==> config.mk <==
export PLATFORM = sky130hd
export DESIGN_NAME = mcp300x_scanner
export DESIGN_NICKNAME = d
export VERILOG_FILES = /design/src/rtl/mcp300x_scanner_pkg.sv /design/src/rtl/mcp300x_scanner_sck_gen.sv /design/src/rtl/mcp300x_scanner.sv
export SDC_FILE = /design/constraint.sdc
export NUM_CORES = 1
export LEC_CHECK = 0
export CORE_UTILIZATION = 40
export DETAILED_ROUTE_END_ITERATION = 8
export PLACE_DENSITY = 0.63
export SLEW_MARGIN = 20
export SYNTH_ARGS = -nofsm -noshare
export SYNTH_HDL_FRONTEND = slang
export SYNTH_SLANG_ARGS = --single-unit
==> constraint.sdc <==
create_clock -name clk -period 3.2 [get_ports clk]
set_input_delay 0.64 -clock clk [delete_from_list [all_inputs] [get_ports clk]]
set_output_delay 0.64 -clock clk [all_outputs]
set_load 0.005 [all_outputs]
==> src/rtl/mcp300x_scanner_pkg.sv <==
`default_nettype none
// +----------------------------------------------------------------------------+
// | Package : mcp300x_pkg                                                      |
// | Purpose : Shared types and frame constants for the MCP300x/320x scanner.   |
// | Revision: 1.0 - initial release                                            |
// +----------------------------------------------------------------------------+
package mcp300x_pkg;

  typedef enum logic [2:0] {
    S_IDLE  = 3'd0,
    S_SETUP = 3'd1,
    S_SHIFT = 3'd2,
    S_HOLD  = 3'd3,
    S_GAP   = 3'd4
  } state_t;

  localparam logic START_BIT = 1'b1;

  // SCK periods (1-based) carrying the ADC sample slot and the null bit.
  // Result bits start on the period after the null bit.
  localparam int SAMPLE_BIT_POS = 6;
  localparam int NULL_BIT_POS   = SAMPLE_BIT_POS + 1;
  localparam int FIRST_DATA_POS = NULL_BIT_POS + 1;

  // 5 command bits + sample slot + null bit + result bits.
  function automatic int frame_bits(input int data_w);
    return data_w + 7;
  endfunction

endpackage
`default_nettype wire

==> src/rtl/mcp300x_scanner_sck_gen.sv <==
`default_nettype none
// +----------------------------------------------------------------------------+
// | Module  : spi_sck_gen                                                      |
// | Purpose : Mode-0 SPI clock generator. While en is high, SCK toggles every  |
// |           CLK_DIV clk cycles starting low; rise_tick/fall_tick flag the    |
// |           clk edge that will drive SCK 0->1 / 1->0. Disabled => SCK low.   |
// | Ports   : clk, rst_n (async active-low), en -> spi_sck, rise_tick,         |
// |           fall_tick                                                        |
// | Revision: 1.0 - initial release                                            |
// +----------------------------------------------------------------------------+
module spi_sck_gen #(
  parameter int CLK_DIV = 4
) (
  input  logic clk,
  input  logic rst_n,
  input  logic en,
  output logic spi_sck,
  output logic rise_tick,
  output logic fall_tick
);

  localparam int            CW       = (CLK_DIV > 1) ? $clog2(CLK_DIV) : 1;
  localparam logic [CW-1:0] CNT_LAST = CW'(CLK_DIV - 1);

  logic [CW-1:0] cnt_q, cnt_d;
  logic          sck_q, sck_d;

  always_comb begin
    cnt_d     = cnt_q;
    sck_d     = sck_q;
    rise_tick = 1'b0;
    fall_tick = 1'b0;
    if (!en) begin
      cnt_d = '0;
      sck_d = 1'b0;
    end else if (cnt_q == CNT_LAST) begin
      cnt_d     = '0;
      sck_d     = ~sck_q;
      rise_tick = ~sck_q;
      fall_tick = sck_q;
    end else begin
      cnt_d = cnt_q + CW'(1);
    end
  end

  always_ff @(posedge clk or negedge rst_n) begin
    if (!rst_n) begin
      cnt_q <= '0;
      sck_q <= 1'b0;
    end else begin
      cnt_q <= cnt_d;
      sck_q <= sck_d;
    end
  end

  assign spi_sck = sck_q;

endmodule
`default_nettype wire

==> src/rtl/mcp300x_scanner.sv <==
`default_nettype none
// +----------------------------------------------------------------------------+
// | Module  : mcp300x_scanner                                                  |
// | Purpose : SPI master scanning a masked set of MCP300x/320x ADC channels,   |
// |           one-shot or continuous, single-ended or differential. Each       |
// |           conversion is strobed out and stored in a per-channel bank.      |
// | Ports   : clk, rst_n (async active-low)                                    |
// |           start, cont_en, ch_mask[NUM_CH], diff_mode  - scan control       |
// |           busy, smp_valid, smp_ch[3], smp_data[DATA_W], scan_done          |
// |           results[NUM_CH*DATA_W] - channel k at [k*DATA_W +: DATA_W]       |
// |           spi_sck, spi_cs_n, spi_mosi, spi_miso - ADC interface (mode 0)   |
// | Revision: 1.0 - initial release                                            |
// +----------------------------------------------------------------------------+
module mcp300x_scanner
  import mcp300x_pkg::*;
#(
  parameter int NUM_CH  = 8,
  parameter int DATA_W  = 10,
  parameter int CLK_DIV = 4,
  parameter int CS_GAP  = 8
) (
  input  logic                     clk,
  input  logic                     rst_n,
  input  logic                     start,
  input  logic                     cont_en,
  input  logic [NUM_CH-1:0]        ch_mask,
  input  logic                     diff_mode,
  output logic                     busy,
  output logic                     smp_valid,
  output logic [2:0]               smp_ch,
  output logic [DATA_W-1:0]        smp_data,
  output logic                     scan_done,
  output logic [NUM_CH*DATA_W-1:0] results,
  output logic                     spi_sck,
  output logic                     spi_cs_n,
  output logic                     spi_mosi,
  input  logic                     spi_miso
);

  localparam int             FRAME      = frame_bits(DATA_W);
  localparam int             BCW        = $clog2(FRAME + 1);
  localparam logic [BCW-1:0] LAST_BIT   = BCW'(FRAME);
  localparam logic [BCW-1:0] FIRST_DATA = BCW'(FIRST_DATA_POS);
  localparam int             CNT_MAX    = (CLK_DIV > CS_GAP) ? CLK_DIV : CS_GAP;
  localparam int             CW         = $clog2(CNT_MAX + 1);
  localparam logic [CW-1:0]  DIV_LAST   = CW'(CLK_DIV - 1);
  localparam logic [CW-1:0]  GAP_LAST   = CW'(CS_GAP - 1);

  state_t                   state_q, state_d;
  logic [CW-1:0]            cnt_q, cnt_d;
  logic [BCW-1:0]           bit_q, bit_d;
  logic [2:0]               ch_q, ch_d;
  logic [NUM_CH-1:0]        mask_q, mask_d;
  logic                     diff_q, diff_d;
  logic                     busy_q, busy_d;
  logic                     cs_n_q, cs_n_d;
  logic                     mosi_q, mosi_d;
  logic [DATA_W-1:0]        shift_q, shift_d;
  logic                     smp_valid_q, smp_valid_d;
  logic                     scan_done_q, scan_done_d;
  logic [2:0]               smp_ch_q, smp_ch_d;
  logic [DATA_W-1:0]        smp_data_q, smp_data_d;
  logic [NUM_CH*DATA_W-1:0] results_q, results_d;

  logic sck_en, rise_tick, fall_tick;

  assign sck_en = (state_q == S_SHIFT);

  spi_sck_gen #(
    .CLK_DIV (CLK_DIV)
  ) u_sck_gen (
    .clk       (clk),
    .rst_n     (rst_n),
    .en        (sck_en),
    .spi_sck   (spi_sck),
    .rise_tick (rise_tick),
    .fall_tick (fall_tick)
  );

  // first_ch: lowest enabled channel of the live mask (used at scan start).
  // next_ch : next enabled channel above the current one in the latched mask.
  logic [2:0] first_ch, next_ch;
  logic       has_next;

  always_comb begin
    first_ch = '0;
    next_ch  = '0;
    has_next = 1'b0;
    for (int k = NUM_CH - 1; k >= 0; k--) begin
      if (ch_mask[k]) first_ch = 3'(k);
      if (mask_q[k] && (3'(k) > ch_q)) begin
        next_ch  = 3'(k);
        has_next = 1'b1;
      end
    end
  end

  always_comb begin
    state_d     = state_q;
    cnt_d       = cnt_q;
    bit_d       = bit_q;
    ch_d        = ch_q;
    mask_d      = mask_q;
    diff_d      = diff_q;
    busy_d      = busy_q;
    cs_n_d      = cs_n_q;
    mosi_d      = mosi_q;
    shift_d     = shift_q;
    smp_valid_d = 1'b0;
    scan_done_d = 1'b0;
    smp_ch_d    = smp_ch_q;
    smp_data_d  = smp_data_q;
    results_d   = results_q;

    case (state_q)
      S_IDLE: begin
        if (start && (|ch_mask)) begin
          mask_d  = ch_mask;
          diff_d  = diff_mode;
          ch_d    = first_ch;
          busy_d  = 1'b1;
          cs_n_d  = 1'b0;
          mosi_d  = START_BIT;
          cnt_d   = '0;
          state_d = S_SETUP;
        end
      end

      S_SETUP: begin
        if (cnt_q == DIV_LAST) begin
          cnt_d   = '0;
          bit_d   = BCW'(1);
          shift_d = '0;
          state_d = S_SHIFT;
        end else begin
          cnt_d = cnt_q + CW'(1);
        end
      end

      S_SHIFT: begin
        if (rise_tick && (bit_q >= FIRST_DATA)) begin
          shift_d = {shift_q[DATA_W-2:0], spi_miso};
        end
        if (fall_tick) begin
          if (bit_q == LAST_BIT) begin
            cnt_d   = '0;
            mosi_d  = 1'b0;
            state_d = S_HOLD;
          end else begin
            bit_d = bit_q + BCW'(1);
            // Present the bit for the period that starts on this falling edge.
            case (bit_q)
              BCW'(1): mosi_d = ~diff_q;
              BCW'(2): mosi_d = ch_q[2];
              BCW'(3): mosi_d = ch_q[1];
              BCW'(4): mosi_d = ch_q[0];
              default: mosi_d = 1'b0;
            endcase
          end
        end
      end

      S_HOLD: begin
        if (cnt_q == DIV_LAST) begin
          cnt_d       = '0;
          cs_n_d      = 1'b1;
          smp_valid_d = 1'b1;
          scan_done_d = ~has_next;
          smp_ch_d    = ch_q;
          smp_data_d  = shift_q;
          for (int k = 0; k < NUM_CH; k++) begin
            if (ch_q == 3'(k)) results_d[k*DATA_W +: DATA_W] = shift_q;
          end
          state_d = S_GAP;
        end else begin
          cnt_d = cnt_q + CW'(1);
        end
      end

      S_GAP: begin
        if (cnt_q == GAP_LAST) begin
          cnt_d = '0;
          if (has_next) begin
            ch_d    = next_ch;
            cs_n_d  = 1'b0;
            mosi_d  = START_BIT;
            state_d = S_SETUP;
          end else if (cont_en && (|ch_mask)) begin
            mask_d  = ch_mask;
            diff_d  = diff_mode;
            ch_d    = first_ch;
            cs_n_d  = 1'b0;
            mosi_d  = START_BIT;
            state_d = S_SETUP;
          end else begin
            busy_d  = 1'b0;
            state_d = S_IDLE;
          end
        end else begin
          cnt_d = cnt_q + CW'(1);
        end
      end

      default: begin
        busy_d  = 1'b0;
        cs_n_d  = 1'b1;
        mosi_d  = 1'b0;
        state_d = S_IDLE;
      end
    endcase
  end

  always_ff @(posedge clk or negedge rst_n) begin
    if (!rst_n) begin
      state_q     <= S_IDLE;
      cnt_q       <= '0;
      bit_q       <= '0;
      ch_q        <= '0;
      mask_q      <= '0;
      diff_q      <= 1'b0;
      busy_q      <= 1'b0;
      cs_n_q      <= 1'b1;
      mosi_q      <= 1'b0;
      shift_q     <= '0;
      smp_valid_q <= 1'b0;
      scan_done_q <= 1'b0;
      smp_ch_q    <= '0;
      smp_data_q  <= '0;
      results_q   <= '0;
    end else begin
      state_q     <= state_d;
      cnt_q       <= cnt_d;
      bit_q       <= bit_d;
      ch_q        <= ch_d;
      mask_q      <= mask_d;
      diff_q      <= diff_d;
      busy_q      <= busy_d;
      cs_n_q      <= cs_n_d;
      mosi_q      <= mosi_d;
      shift_q     <= shift_d;
      smp_valid_q <= smp_valid_d;
      scan_done_q <= scan_done_d;
      smp_ch_q    <= smp_ch_d;
      smp_data_q  <= smp_data_d;
      results_q   <= results_d;
    end
  end

  assign busy      = busy_q;
  assign smp_valid = smp_valid_q;
  assign scan_done = scan_done_q;
  assign smp_ch    = smp_ch_q;
  assign smp_data  = smp_data_q;
  assign results   = results_q;
  assign spi_cs_n  = cs_n_q;
  assign spi_mosi  = mosi_q;

endmodule
`default_nettype wire

==> impl_metrics.py, run 1 <==
metrics = {
    "critical_path": {
        "start_kind": "register",
        "crit_chain": "ha_1 -> nor3b_1 -> buf_4 -> nand3_1 -> clkinv_1 -> nand3_1 -> mux2_2",
        "cp_data_required_time_ns": 3.51,
        "cp.arrival_ns": 3.18,
        "worst-path-buf-inv": 2,
        "crit_top_cell": "nand3_1",
        "crit_family": "simple AND/OR/NAND/NOR gates",
        "crit_path_end_kind": "register",
        "cpPeakStageDelay_ns": 0.60,
        "crit_path_top_delay_cell": "nand3_1",
        "path_class": "reg2reg",
        "crit_fanout": 16,
    },
    "grt": {
        "grt_overflow": 0,
        "antenna_found_initial": 0,
        "grt_max_degree": 74,
        "first_global_vias": 4128,
        "grt_pass1_wl_um": 22300,
        "track_usage": 0.200,
    },
    "synth": {
        "seq_area_frac_synth": 0.575,
        "synth_ff_type": "dfrtp_1",
        "ys.warnings.count": 0,
        "syn_inst": 486,
        "synthTopCellsByArea": "dfrtp_1 (57%), mux2_2 (18%), nand2_1 (4.5%)",
        "synth_area_mm2": 0.00584,
        "syn_avg_cell_area_um2": 12.0,
        "synth-seq-cells": 134,
        "async_flop_share": 1.00,
        "synth_edf_count": 0,
        "synth_top_cells_by_count": "dfrtp_1 (133), mux2_2 (91), nand2_1 (70)",
        "synth_most_common_cell": "dfrtp_1",
        "synth_cell_types": 54,
        "synth_top_area_share": 0.570,
        "yosysTopAreaCell": "dfrtp_1",
        "synth_nets": 506,
    },
    "clock_tree": {
        "clkTransAtPathRegs_ns": 0.06,
        "cts-root-buf": "clkbuf_16",
        "worstSkewPairLatency_ns": 0.42,
        "post_cts_buffers": 0,
        "hold_buffers": 0,
        "cts_made_buffers": 17,
        "h-tree-depth": 4,
        "cts.sinks": 134,
        "cts_tree": "built",
        "cts_resized": 0,
        "cts_max_path_buffers": 2,
    },
    "drt": {
        "drt_iter0_markers": 276,
        "antenna_left": 0,
        "firstDrtPassIters": 4,
        "viasPerCell": 5.26,
        "wl_um": 13900,
        "drc": 0,
        "post_drt_wl_per_cell_um": 17.4,
        "dr_total_vias": 4196,
    },
    "timing": {
        "max_freq_mhz": 347,
        "slew-limit-headroom": 0.551,
        "finalSetupViolations": 0,
        "tightest_slew_ns": 0.673,
        "drv_slew": 0,
        "final-hold-violation-count": 0,
        "setup_tns_ns": 0,
        "post-route-min-period_ns": 2.88,
        "fin_crit_sh": 0.899,
        "rsz0062_at_grt": "false",
        "finClkSkew_ns": 0.00748,
    },
    "die": {
        "chipWidth_um": 123,
        "ios": 113,
        "start_util": 0.416,
        "dieArea_mm2": 0.0151,
        "die_h_um": 123,
        "coreArea_mm2": 0.0140,
        "rows": 43,
    },
    "layout": {
        "area_growth_pct": 33.9,
        "n_antenna_cell": 0,
        "utilization": 0.557,
        "num-fill-cells": 1158,
        "drive_gt1_frac": 0.238,
        "layout.nets": 625,
    },
    "run_status": {
        "outcome": "complete, no violations",
    },
    "power": {
        "peakVddDrop_mv": 0.360,
        "leakage_nw": 3.58,
        "p_per_area_mw_per_mm2": 702,
    },
    "worst_hold_path": {
        "hp-class": "in2async",
    },
    "placed_design": {
        "place.gp.congestion": 0.850,
        "port_buffers": 112,
        "place_hpwl_um": 9660,
    },
    "flow_run": {
        "cap_violations": 0,
    },
}
-- flip-flops by register name, summed over array words and instances, names as in the netlist, 2 cells and up --
signal           cells
results             80
shift_q             10
smp_data            10
mask_q               7
bit_q                5
cnt_q                4
ch_q                 3
smp_ch               3
state_q              3
u_sck_gen.cnt_q      2
-- logic make-up (layout without fill, tap and decap cells) --
| logic type | after synthesis | after routing | synth area share |
|---|---|---|---|
| AOI/OAI and AO/OA | 73 | 73 | 0.0780 |
| xor gates and xnor gates | 3 | 3 | 0.00450 |
| adders and majority gates | 6 | 6 | 0.0129 |
| buffers and inverters | 37 | 168 | 0.0262 |
| DFF | 134 | 134 | 0.575 |
| muxes | 93 | 93 | 0.179 |
| and+or+nand+nor | 140 | 140 | 0.125 |
-- where the power goes --
group | internal, mW | total [mW] | leakage (nW) | switching [mW]
sequential | 1.91 | 2.16 | 1.82 | 0.249
clock | 1.32 | 2.05 | 0.304 | 0.731
combinational | 0.604 | 1.27 | 1.46 | 0.669
-- metrics by stage --
step	setup slack (ns)	hold slack (ns)	std cells	cell area (um^2)	total power, mW
6_report	0.322	0.228	797	7820	5.49
5_1_grt	0.101	0.279	797	7820	5.78
4_1_cts	0.258	0.267	797	7820	5.54
3_5_place_dp	0.271	0.442	766	7190	3.47
3_3_place_gp	0.342	0.427	766	7190	3.43
2_1_floorplan	0.885	0.344	486	5840	2.99
-- cells in the final DEF, fill, tap and decap left out, drive strengths merged, types with 6 or more instances in the layout --
cell type,n
a21oi,15
buf,16
clkbuf,20
clkdlybuf4s50,111
clkinv,7
dfrtp,133
ha,6
inv,10
mux2,91
nand2,70
nand2b,8
nand3,10
nor2,14
nor3,7
o21ai,29
-- worst register-to-register path: cells and delay by family, from the launching register on --
family                   cells  cell delay (ns)
adder cells (fa/ha/maj)      1             0.26
flip-flops                   1             0.41
buffers and inverters        2             0.66
AND/OR/NAND/NOR              3             1.04
multiplexers                 1             0.40
-- path summary, 6_finish.rpt --
check,cells past startpoint,to,startpoint,slack (ns)
min,1,cnt_q[3],rst_n,0.23
min in group clk,1,u_sck_gen.cnt_q[0],u_sck_gen.cnt_q[0],0.44
max,7,results[44],cnt_q[0],0.32
max reg2reg,7,results[44],cnt_q[0],0.32
max in group asynchronous,2,spi_cs_n,rst_n,2.20
min reg2reg,1,u_sck_gen.cnt_q[0],u_sck_gen.cnt_q[0],0.44
-- layout make-up --
type | count | area [um^2] | share of cell area
multi-input cells | 315 | 2330 | 0.298
clock inverters | 11 | 174 | 0.0223
clock buffers | 20 | 447 | 0.0572
flip-flops and latches | 134 | 3350 | 0.429
well taps | 180 | 225 | 0.0288
repair buffers | 127 | 1250 | 0.160
inverters | 10 | 37.5 | 0.00480
-- metal layers --
metal / up-vias / share of wire / global-route usage
li1: 1970 / - / -
met1: 2105 / 0.45 / 0.261
met2: 103 / 0.48 / 0.304
met3: 18 / 0.060 / 0.0683
met4: 0 / 0.018 / 0.0770
met5: - / 0 / 0
Power figures use the tool's default switching activity.
==> run 2: changes to the inputs <==
--- a/config.mk
+++ b/config.mk
@@ -12,3 +12,4 @@
 export SYNTH_ARGS = -nofsm -noshare
 export SYNTH_HDL_FRONTEND = slang
 export SYNTH_SLANG_ARGS = --single-unit
+export TNS_END_PERCENT = 30
==> results of run 2 <==
The final DEF is identical to that of run 1; final timing and power are the same.
